### config.mk
export PLATFORM = sky130hd
export DESIGN_NAME = mul_issue_ctrl
export DESIGN_NICKNAME = d
export VERILOG_FILES = /design/src/rtl/mul_issue_ctrl.sv
export SDC_FILE = /design/constraint.sdc
export NUM_CORES = 1
export LEC_CHECK = 0
export ABC_CLOCK_PERIOD_IN_PS = 3200
export CAP_MARGIN = 20
export CORE_MARGIN = 2
export CORE_UTILIZATION = 44
export DETAILED_ROUTE_END_ITERATION = 6
export PLACE_DENSITY = 0.87
export SYNTH_ARGS = -nofsm -noshare
export SYNTH_HDL_FRONTEND = slang
export SYNTH_SLANG_ARGS = --single-unit
export TNS_END_PERCENT = 30
### constraint.sdc
create_clock -name clk -period 3.2 [get_ports clk]
set_clock_uncertainty 0.05 [all_clocks]
set_input_delay 0.48 -clock clk [delete_from_list [all_inputs] [get_ports clk]]
set_output_delay 0.48 -clock clk [all_outputs]
set_load 0.01 [all_outputs]
### src/rtl/mul_issue_ctrl.sv
// mul_issue_ctrl
//   Issue controller that sits between a request port and an iterative
//   multiplier. It accepts one MUL/MULH/MULHSU/MULHU request, launches the
//   multiplier with a one-cycle pulse, waits for completion (or abandons
//   after TIMEOUT wait cycles), and presents the selected 32-bit half of the
//   product on a valid/ready writeback port. All outputs are registered.
//
// Ports
//   clk, rst          : clock (rising edge) and asynchronous active-low reset
//   req_valid/ready   : request handshake; ready only while idle
//   req_funct3        : 000 MUL, 001 MULH, 010 MULHSU, 011 MULHU, 1xx illegal
//   req_rs1/rs2/rd    : operands and destination tag
//   flush             : discard the op currently in flight
//   mul_rs1/rs2       : operands to the multiplier, held for the whole op
//   mul_rs1/2_signed  : operand signedness to the multiplier
//   mul_start         : one-cycle launch pulse
//   mul_result/valid  : product and one-cycle completion pulse
//   mul_busy          : multiplier cannot accept a launch yet
//   wb_valid/ready    : writeback handshake
//   wb_data/rd/err    : selected result half, tag, illegal-op or timeout flag
//
// state  | meaning
// IDLE   | ready for a request
// LAUNCH | op latched, waiting for the multiplier to be free to pulse start
// WAIT   | start issued, waiting for mul_valid or timeout
// RESP   | writeback presented, waiting for wb_ready

module mul_issue_ctrl #(
  parameter int unsigned TIMEOUT = 64
) (
  input  logic        clk,
  input  logic        rst,
  input  logic        req_valid,
  output logic        req_ready,
  input  logic [2:0]  req_funct3,
  input  logic [31:0] req_rs1,
  input  logic [31:0] req_rs2,
  input  logic [4:0]  req_rd,
  input  logic        flush,
  output logic [31:0] mul_rs1,
  output logic [31:0] mul_rs2,
  output logic        mul_rs1_signed,
  output logic        mul_rs2_signed,
  output logic        mul_start,
  input  logic [63:0] mul_result,
  input  logic        mul_valid,
  input  logic        mul_busy,
  output logic        wb_valid,
  input  logic        wb_ready,
  output logic [31:0] wb_data,
  output logic [4:0]  wb_rd,
  output logic        wb_err
);

  typedef enum logic [1:0] {
    ST_IDLE   = 2'd0,
    ST_LAUNCH = 2'd1,
    ST_WAIT   = 2'd2,
    ST_RESP   = 2'd3
  } state_t;

  // Wait timer is a down-counter: loaded on the launch, terminal at zero,
  // so the op sits in WAIT for exactly TIMEOUT cycles before giving up.
  localparam logic [7:0] WAIT_LOAD = 8'(TIMEOUT - 1);

  state_t      state;
  state_t      state_nx;
  logic [7:0]  wait_cnt;
  logic [7:0]  wait_cnt_nx;
  logic        drop;
  logic        drop_nx;
  logic        hi_sel;
  logic        hi_sel_nx;

  logic        req_ready_nx;
  logic        mul_start_nx;
  logic        wb_valid_nx;
  logic        wb_err_nx;
  logic [31:0] wb_data_nx;
  logic [4:0]  wb_rd_nx;
  logic [31:0] mul_rs1_nx;
  logic [31:0] mul_rs2_nx;
  logic        mul_rs1_signed_nx;
  logic        mul_rs2_signed_nx;

  logic        accept;
  logic        illegal;
  logic        launch_go;
  logic        wait_tc;
  logic        wait_end;

  // A flush coincident with the handshake drops the new request outright.
  assign accept    = req_valid && req_ready && !flush;
  assign illegal   = req_funct3[2];
  assign launch_go = !flush && !mul_busy;
  assign wait_tc   = (wait_cnt == 8'd0);
  assign wait_end  = mul_valid || wait_tc;

  // ---------------------------------------------------------------------
  // State and output registers
  // ---------------------------------------------------------------------
  always_ff @(posedge clk or negedge rst) begin
    if (!rst) begin
      state          <= ST_IDLE;
      wait_cnt       <= 8'd0;
      drop           <= 1'b0;
      hi_sel         <= 1'b0;
      req_ready      <= 1'b0;
      mul_start      <= 1'b0;
      wb_valid       <= 1'b0;
      wb_err         <= 1'b0;
      wb_data        <= 32'd0;
      wb_rd          <= 5'd0;
      mul_rs1        <= 32'd0;
      mul_rs2        <= 32'd0;
      mul_rs1_signed <= 1'b0;
      mul_rs2_signed <= 1'b0;
    end else begin
      state          <= state_nx;
      wait_cnt       <= wait_cnt_nx;
      drop           <= drop_nx;
      hi_sel         <= hi_sel_nx;
      req_ready      <= req_ready_nx;
      mul_start      <= mul_start_nx;
      wb_valid       <= wb_valid_nx;
      wb_err         <= wb_err_nx;
      wb_data        <= wb_data_nx;
      wb_rd          <= wb_rd_nx;
      mul_rs1        <= mul_rs1_nx;
      mul_rs2        <= mul_rs2_nx;
      mul_rs1_signed <= mul_rs1_signed_nx;
      mul_rs2_signed <= mul_rs2_signed_nx;
    end
  end

  // ---------------------------------------------------------------------
  // Next-state logic
  // ---------------------------------------------------------------------
  always_comb begin
    state_nx = state;
    case (state)
      ST_IDLE: begin
        if (accept) begin
          state_nx = illegal ? ST_RESP : ST_LAUNCH;
        end
      end
      ST_LAUNCH: begin
        if (flush) begin
          state_nx = ST_IDLE;
        end else if (!mul_busy) begin
          state_nx = ST_WAIT;
        end
      end
      ST_WAIT: begin
        // A flush, either earlier (drop) or on the finishing cycle itself,
        // means the op finishes silently.
        if (wait_end) begin
          state_nx = (drop || flush) ? ST_IDLE : ST_RESP;
        end
      end
      ST_RESP: begin
        if (wb_ready || flush) begin
          state_nx = ST_IDLE;
        end
      end
      default: state_nx = ST_IDLE;
    endcase
  end

  // ---------------------------------------------------------------------
  // Output / datapath next values
  // ---------------------------------------------------------------------
  always_comb begin
    req_ready_nx      = (state_nx == ST_IDLE);
    wb_valid_nx       = (state_nx == ST_RESP);
    mul_start_nx      = 1'b0;
    wb_err_nx         = wb_err;
    wb_data_nx        = wb_data;
    wb_rd_nx          = wb_rd;
    mul_rs1_nx        = mul_rs1;
    mul_rs2_nx        = mul_rs2;
    mul_rs1_signed_nx = mul_rs1_signed;
    mul_rs2_signed_nx = mul_rs2_signed;
    hi_sel_nx         = hi_sel;
    wait_cnt_nx       = wait_cnt;
    drop_nx           = drop;

    case (state)
      ST_IDLE: begin
        if (accept) begin
          wb_rd_nx = req_rd;
          if (illegal) begin
            wb_err_nx  = 1'b1;
            wb_data_nx = 32'd0;
          end else begin
            // Operands stay in these registers until the next accepted
            // request, which covers the multiplier's re-read at completion.
            mul_rs1_nx        = req_rs1;
            mul_rs2_nx        = req_rs2;
            mul_rs1_signed_nx = (req_funct3 == 3'b001) || (req_funct3 == 3'b010);
            mul_rs2_signed_nx = (req_funct3 == 3'b001);
            hi_sel_nx         = (req_funct3[1:0] != 2'b00);
          end
        end
      end
      ST_LAUNCH: begin
        if (launch_go) begin
          mul_start_nx = 1'b1;
          wait_cnt_nx  = WAIT_LOAD;
          drop_nx      = 1'b0;
        end
      end
      ST_WAIT: begin
        if (wait_end) begin
          drop_nx = 1'b0;
          if (mul_valid) begin
            wb_err_nx  = 1'b0;
            wb_data_nx = hi_sel ? mul_result[63:32] : mul_result[31:0];
          end else begin
            wb_err_nx  = 1'b1;
            wb_data_nx = 32'd0;
          end
        end else begin
          wait_cnt_nx = wait_cnt - 8'd1;
          if (flush) begin
            drop_nx = 1'b1;
          end
        end
      end
      ST_RESP: begin
      end
      default: begin
      end
    endcase
  end

endmodule

==> results of run 1 <==
[final cells by class]
cell class,count,area [µm²]
clock inverter,12,200
multi-input combinational,203,1880
timing repair buffer,253,2540
fill,681,2740
tap,140,175
clock buffer,20,447
inverter,6,22.5
sequential,119,2980
[per-layer routing]
layer  up-vias  global-route usage (%)  share of wire [%]
met1      1926                    26.3                 37
li1       1780                       -                  -
met5         -                       0                  0
met3        20                    11.5                 10
met2       179                    40.7                 51
met4         0                    6.75                1.6
[cells by family after synthesis]
logic type / Yosys count / synth area share, %
flip-flops: 119 / 59.4
buffers and inverters: 25 / 3.10
XOR/XNOR: 4 / 0.699
adder cells (fa/ha/maj): 2 / 0.499
AO/OA/AOI/OAI: 52 / 8.49
multiplexers: 103 / 22.3
AND/OR/NAND/NOR: 42 / 5.47
[worst max-delay path: stages (launching register included)]
cell and delay [ps]:
dfrtp_1 420, inv_1 100, ha_1 200, nor3b_1 440, a21oi_1 220, a2bb2oi_2 200, buf_4 270, o2bb2ai_1 180
[worst paths after layout]
| kind | start | end | slack [ps] |
|---|---|---|---|
| min in group clk | wb_data[3] | wb_data[3] | 430 |
| hold / removal | rst | drop | 110 |
| setup / recovery | wait_cnt[0] | wb_data[15] | 990 |
| setup reg to reg | wait_cnt[0] | wb_data[15] | 990 |
| hold reg to reg | wb_data[3] | wb_data[3] | 430 |
| max in group asynchronous | rst | mul_rs1[12] | 2190 |
[cells in the mapped netlist (all sizes together)]
master | number | area (µm²)
nor2b | 4 | 25.0
a21boi | 3 | 26.3
nand4 | 2 | 12.5
o211ai | 3 | 22.5
nor2 | 11 | 41.3
a22oi | 1 | 7.51
a211oi | 1 | 7.51
dfrtp | 119 | 2980
o2111ai | 1 | 8.76
o21ai | 1 | 5.00
o311ai | 1 | 8.76
or3 | 2 | 12.5
nand2b | 1 | 6.26
or3b | 1 | 8.76
a21o | 1 | 7.51
xnor2 | 1 | 8.76
mux2 | 69 | 777
nor3b | 3 | 27.5
nand3b | 2 | 27.5
a2bb2oi | 1 | 15.0
nand2 | 6 | 22.5
ha | 2 | 25.0
or4b | 1 | 13.8
clkbuf | 7 | 26.3
o2bb2ai | 32 | 280
buf | 12 | 106
inv | 6 | 22.5
xor2 | 3 | 26.3
or4 | 1 | 7.51
nand3 | 1 | 5.00
mux2i | 34 | 340
a21oi | 6 | 30.0
nor4 | 2 | 33.8
a31oi | 1 | 6.26
nor3 | 5 | 30.0
[stage by stage]
step | instance area [µm²] | setup slack (ps) | utilization (%) | cells
finish | 8250 | 988 | 75.1 | 753
global route | 8250 | 802 | 75.1 | 753
CTS | 8250 | 1010 | 75.1 | 753
detailed placement | 7600 | 860 | 69.2 | 721
global placement | 7600 | 898 | 69.2 | 721
floorplan | 5010 | 1320 | - | 347
[power by group through the flow]
stage	logic (mW)	registers (mW)	clock network (mW)
floorplan	1.10	2.88	0
global placement	2.95	2.68	0
detailed placement	3.02	2.74	0
CTS	3.06	2.75	2.09
global route	3.23	2.84	2.16
finish	3.02	2.74	2.06
[registers in the layout (all words and copies together), names as in the netlist, 2 cells and up]
signal / count
state: 2
wait_cnt: 8
wb_data: 32
mul_rs1: 32
mul_rs2: 32
wb_rd: 5
==> metrics, run 1 <==
Fin Setup TNS=0 ps; Synth warnings=0; crit path time final=2210 ps; Crit Path Category=flip-flop to flip-flop; endpoints failing setup=0; CP endpoint kind=flip-flop; Post-Syn Area=0.00501 mm²; First-pass DRT Iterations=4; vias per std cell=5.19; CP Data Required Time=3410 ps; vias=3905; fmax=0.452 GHz; R2R depth=7; startpoint types=flip-flop; layout cells sized above 1=18.6%; postcts setup bufs=0; first-pass GRT wire length=23.1 mm; Top Ports=250; Tcrit/Tclk final=69.1%; Pwr Total=7.82 mW; TritonCTS sink count=119; outcome=finished clean; Leakage=3.53 nW; WL final=14.1 mm; clock tree buffer depth=2; max-cap viol count=0; vias in the first global route=4427; die area=0.0123 mm²; Area Growth Syn to Fin=64.6%; reported net switching power=2.33 mW; post_cts resized=0; worst slew pin tran=922 ps; Clock Power Share=26.4%; Rows=38; CTS tree=done; Hold Slack=111 ps; dpl hpwl=10.2 mm; RSZ-0062 raised after global routing=no; post-synth net total=492; CORE AREA=0.0110 mm²; diode count=0; initial antenna violation count=0; most frequent cells in the layout=clkdlybuf4s50_1 (248), dfrtp_1 (118), mux2_2 (69); post-synthesis cell type count=43; Yosys reg bits=119; final count of hold timing violations=0; IO buf count=249; Die Y=111 µm; Max Slew Vio Count=0; CP Data Arrival Time=2430 ps; crit-path max FO=33; DRC=0; Worst slew margin=38.5%; Initial Util=45.6%; routability cong.=0.823; sequential group share of total power=35.1%; detailed-route wire length per cell=18.8 µm; Clock Pin Slew Worst Setup and Hold Paths=50 ps; Power Density=948 mW/mm²; Cells after Synth=347; Combinational Power Share=38.6%; most common cell after layout, fill and taps aside=clkdlybuf4s50_1; gr ovfl total=0; H-Tree Depth=4; largest net degree at the start of global routing=71; VDD IR-drop max=0.637 mV; initial DRC count=115; register area share after synthesis=59.4%; Total GRT Usage=23.7%; DRT antenna net count=0; cell-internal power=5.49 mW; Root Buffer=clkbuf_16; Skew-Pair Late Insertion Delay=390 ps; Post-Syn Area per Cell=14.4 µm²; Die X=111 µm; nets=745; Post-CTS Hold Buffers=0; CTS buffer count=17; switch share=29.8%; Hold Path Class=primary input to asynchronous set/reset pin
No activity file was read; power rests on OpenSTA's default activity.
==> inputs of run 2 (changes only) <==
ABC_CLOCK_PERIOD_IN_PS = 2000   (was 3200)
CORE_UTILIZATION = 36   (was 44)
PLACE_DENSITY = 0.76   (was 0.87)
clock period = 2 ns   (was 3.2 ns; I/O delays follow)
==> run 2 against run 1 <==
Flip-flop and latch count unchanged. Via count increased by 0.33%. Worst hold slack better by 260 ps. Global-route usage is 5.2 points lower. Count of clock-buffer cells in the layout up 5. Sequential power increased by 55%. Wire length shrank 4.2%. Non-clock buffer count rose by 17. Total power grew 53%. Final cell count increased by 7.6%. Critical path type unchanged. Critical endpoint is now wait_cnt[4]. Highest routed layer unchanged.
==> metrics, run 2 (synthesis results as in run 1) <==
outcome=finished clean (unchanged); Die Y=122 µm (was 111 µm); Critical Path Source=wait_cnt[0] (unchanged); VDD IR-drop max=1.11 mV (was 0.637 mV); CP endpoint kind=flip-flop (unchanged); First-pass DRT Iterations=4 (unchanged); CTS buffer count=17 (unchanged); placed inst area=0.00786 mm² (was 0.00760 mm²); Worst slew margin=62.8% (was 38.5%); DRT antenna net count=0 (unchanged); routability cong.=0.846 (was 0.823); layout cells sized above 1=20.5% (was 18.6%); vias in the first global route=4264 (was 4427); H-Tree Depth=4 (unchanged); Total GRT Usage=18.6% (was 23.7%); fmax=0.535 GHz (was 0.452 GHz); met2 GRT Util=31.4% (was 40.7%); Initial Util=36.5% (was 45.6%); endpoints failing setup=0 (unchanged); Tcrit/Tclk final=93.5% (was 69.1%); CP Data Arrival Time=2110 ps (was 2430 ps); DP Cell Count=777 (was 721); worst slew pin tran=558 ps (was 922 ps); initial DRC count=97 (was 115); Clock Pin Slew Worst Setup and Hold Paths=50 ps (about the same); gr busiest metal=met2 (unchanged); worst reg2reg startpoint=wait_cnt[0] (unchanged); Root Buffer=clkbuf_16 (unchanged); CP Data Required Time=2240 ps (was 3410 ps); vias=3918 (was 3905); met1 layer usage reported by global route=20.4% (was 26.3%); Skew-Pair Late Insertion Delay=410 ps (was 390 ps); setup ws final=131 ps (was 988 ps); WL final=13.6 mm (was 14.1 mm); detailed-route wire length per cell=16.7 µm (was 18.8 µm); diode count=0 (unchanged); nets=762 (was 745); first-pass GRT wire length=21.1 mm (was 23.1 mm); crit path time final=1870 ps (was 2210 ps); Die X=122 µm (was 111 µm); startpoint types=flip-flop (unchanged); IO buf count=249 (unchanged); most frequent cells in the layout=clkdlybuf4s50_1 (248), dfrtp_1 (118), mux2_2 (69) (unchanged); initial antenna violation count=0 (unchanged); design area=0.00841 mm² (was 0.00825 mm²); Largest regs=mul_rs1 (32), mul_rs2 (32), wb_data (32) (unchanged); Rows=43 (was 38); RSZ-0062 raised after global routing=no (unchanged); postcts setup bufs=0 (unchanged); vias per std cell=4.84 (was 5.19); TritonCTS sink count=119 (unchanged); dpl hpwl=10.2 mm (about the same); CORE AREA=0.0137 mm² (was 0.0110 mm²); Power Density=1420 mW/mm² (was 948 mW/mm²); Hold Path Class=primary input to asynchronous set/reset pin (unchanged); Leakage=3.61 nW (was 3.53 nW); global routing usage on met3=9.08% (was 11.5%); largest net degree at the start of global routing=53 (was 71); DRC=0 (unchanged); Area Growth Syn to Fin=67.9% (was 64.6%); CTS tree=done (unchanged); final count of hold timing violations=0 (unchanged); final std cells w/o fill=810 (was 753); clock tree buffer depth=2 (unchanged); final core occ=61.3% (was 75.1%); Crit Path Category=flip-flop to flip-flop (unchanged); gr ovfl total=0 (unchanged); crit-path max FO=5 (was 33); Place WS=-37.5 ps (was 860 ps); most common cell after layout, fill and taps aside=clkdlybuf4s50_1 (unchanged); max-cap viol count=0 (unchanged); die area=0.0149 mm² (was 0.0123 mm²); Max Slew Vio Count=0 (unchanged); Top Ports=250 (unchanged)
## run 2: changes by cell type in the layout (fill, tap and decap cells not counted), sizes merged
cell | before | now
clkinv | 1 | 4
clkinvlp | 6 | 3
buf | 5 | 21
bufinv | 5 | 0
dlygate4sd3 | 0 | 1
clkbuf | 20 | 25
## run 2: worst paths after layout
check                              end  slack, ps  cells after the start
max in group asynchronous  mul_rs2[24]        840                      3
min                         mul_rs1[7]        370                      2
max reg2reg                wait_cnt[4]        130                      6
min reg2reg                 wb_data[2]        440                      1
min in group clk            wb_data[2]        440                      1
max                        wait_cnt[4]        130                      6
## run 2: layout make-up
type | count | area (µm²)
clock inverters | 7 | 46.3
multi-input cells | 203 | 1890
repair buffers | 270 | 2760
inverters | 6 | 22.5
flip-flops and latches | 119 | 2980
clock buffers | 25 | 485
fillers | 1072 | 5310
well taps | 180 | 225
## run 2: critical path, cell delays in order (launching register included)
cell,delay [ps]
dfrtp_1,410
inv_1,100
ha_1,210
or3b_2,500
o2111ai_1,230
xor2_1,180
nand2_1,80
## run 2: timing repair
item | CTS | global route
endpoints found under the hold margin | 38 | 0
resized for setup | 1 | 2
endpoints found under the setup margin | 34 | 34
hold buffers | 1 | 0
pin swaps | 0 | 0
## run 2: through the flow
step / power (mW) / TNS, ps / hold WS [ps]
floorplan: 6.36 / 0 / -45.6
global route: 12.6 / 0 / 428
CTS: 12.1 / 0 / 384
global placement: 9.16 / 0 / 271
finish: 12.0 / 0 / 372
detailed placement: 9.33 / -1310 / 280
## run 2: per-layer routing
| layer | vias to the layer above | share of wire, % | wire length, µm |
|---|---|---|---|
| met4 | 0 | 1.1 | 143 |
| met1 | 1913 | 37 | 5020 |
| met3 | 13 | 10 | 1380 |
| li1 | 1820 | - | - |
| met5 | - | 0 | 0 |
| met2 | 172 | 52 | 7020 |
## run 2: report_power, final
| group | internal [mW] | switching, mW | total (mW) |
|---|---|---|---|
| combinational | 3.15 | 1.86 | 5.01 |
| clock | 1.67 | 1.02 | 2.69 |
| sequential | 3.52 | 0.742 | 4.26 |
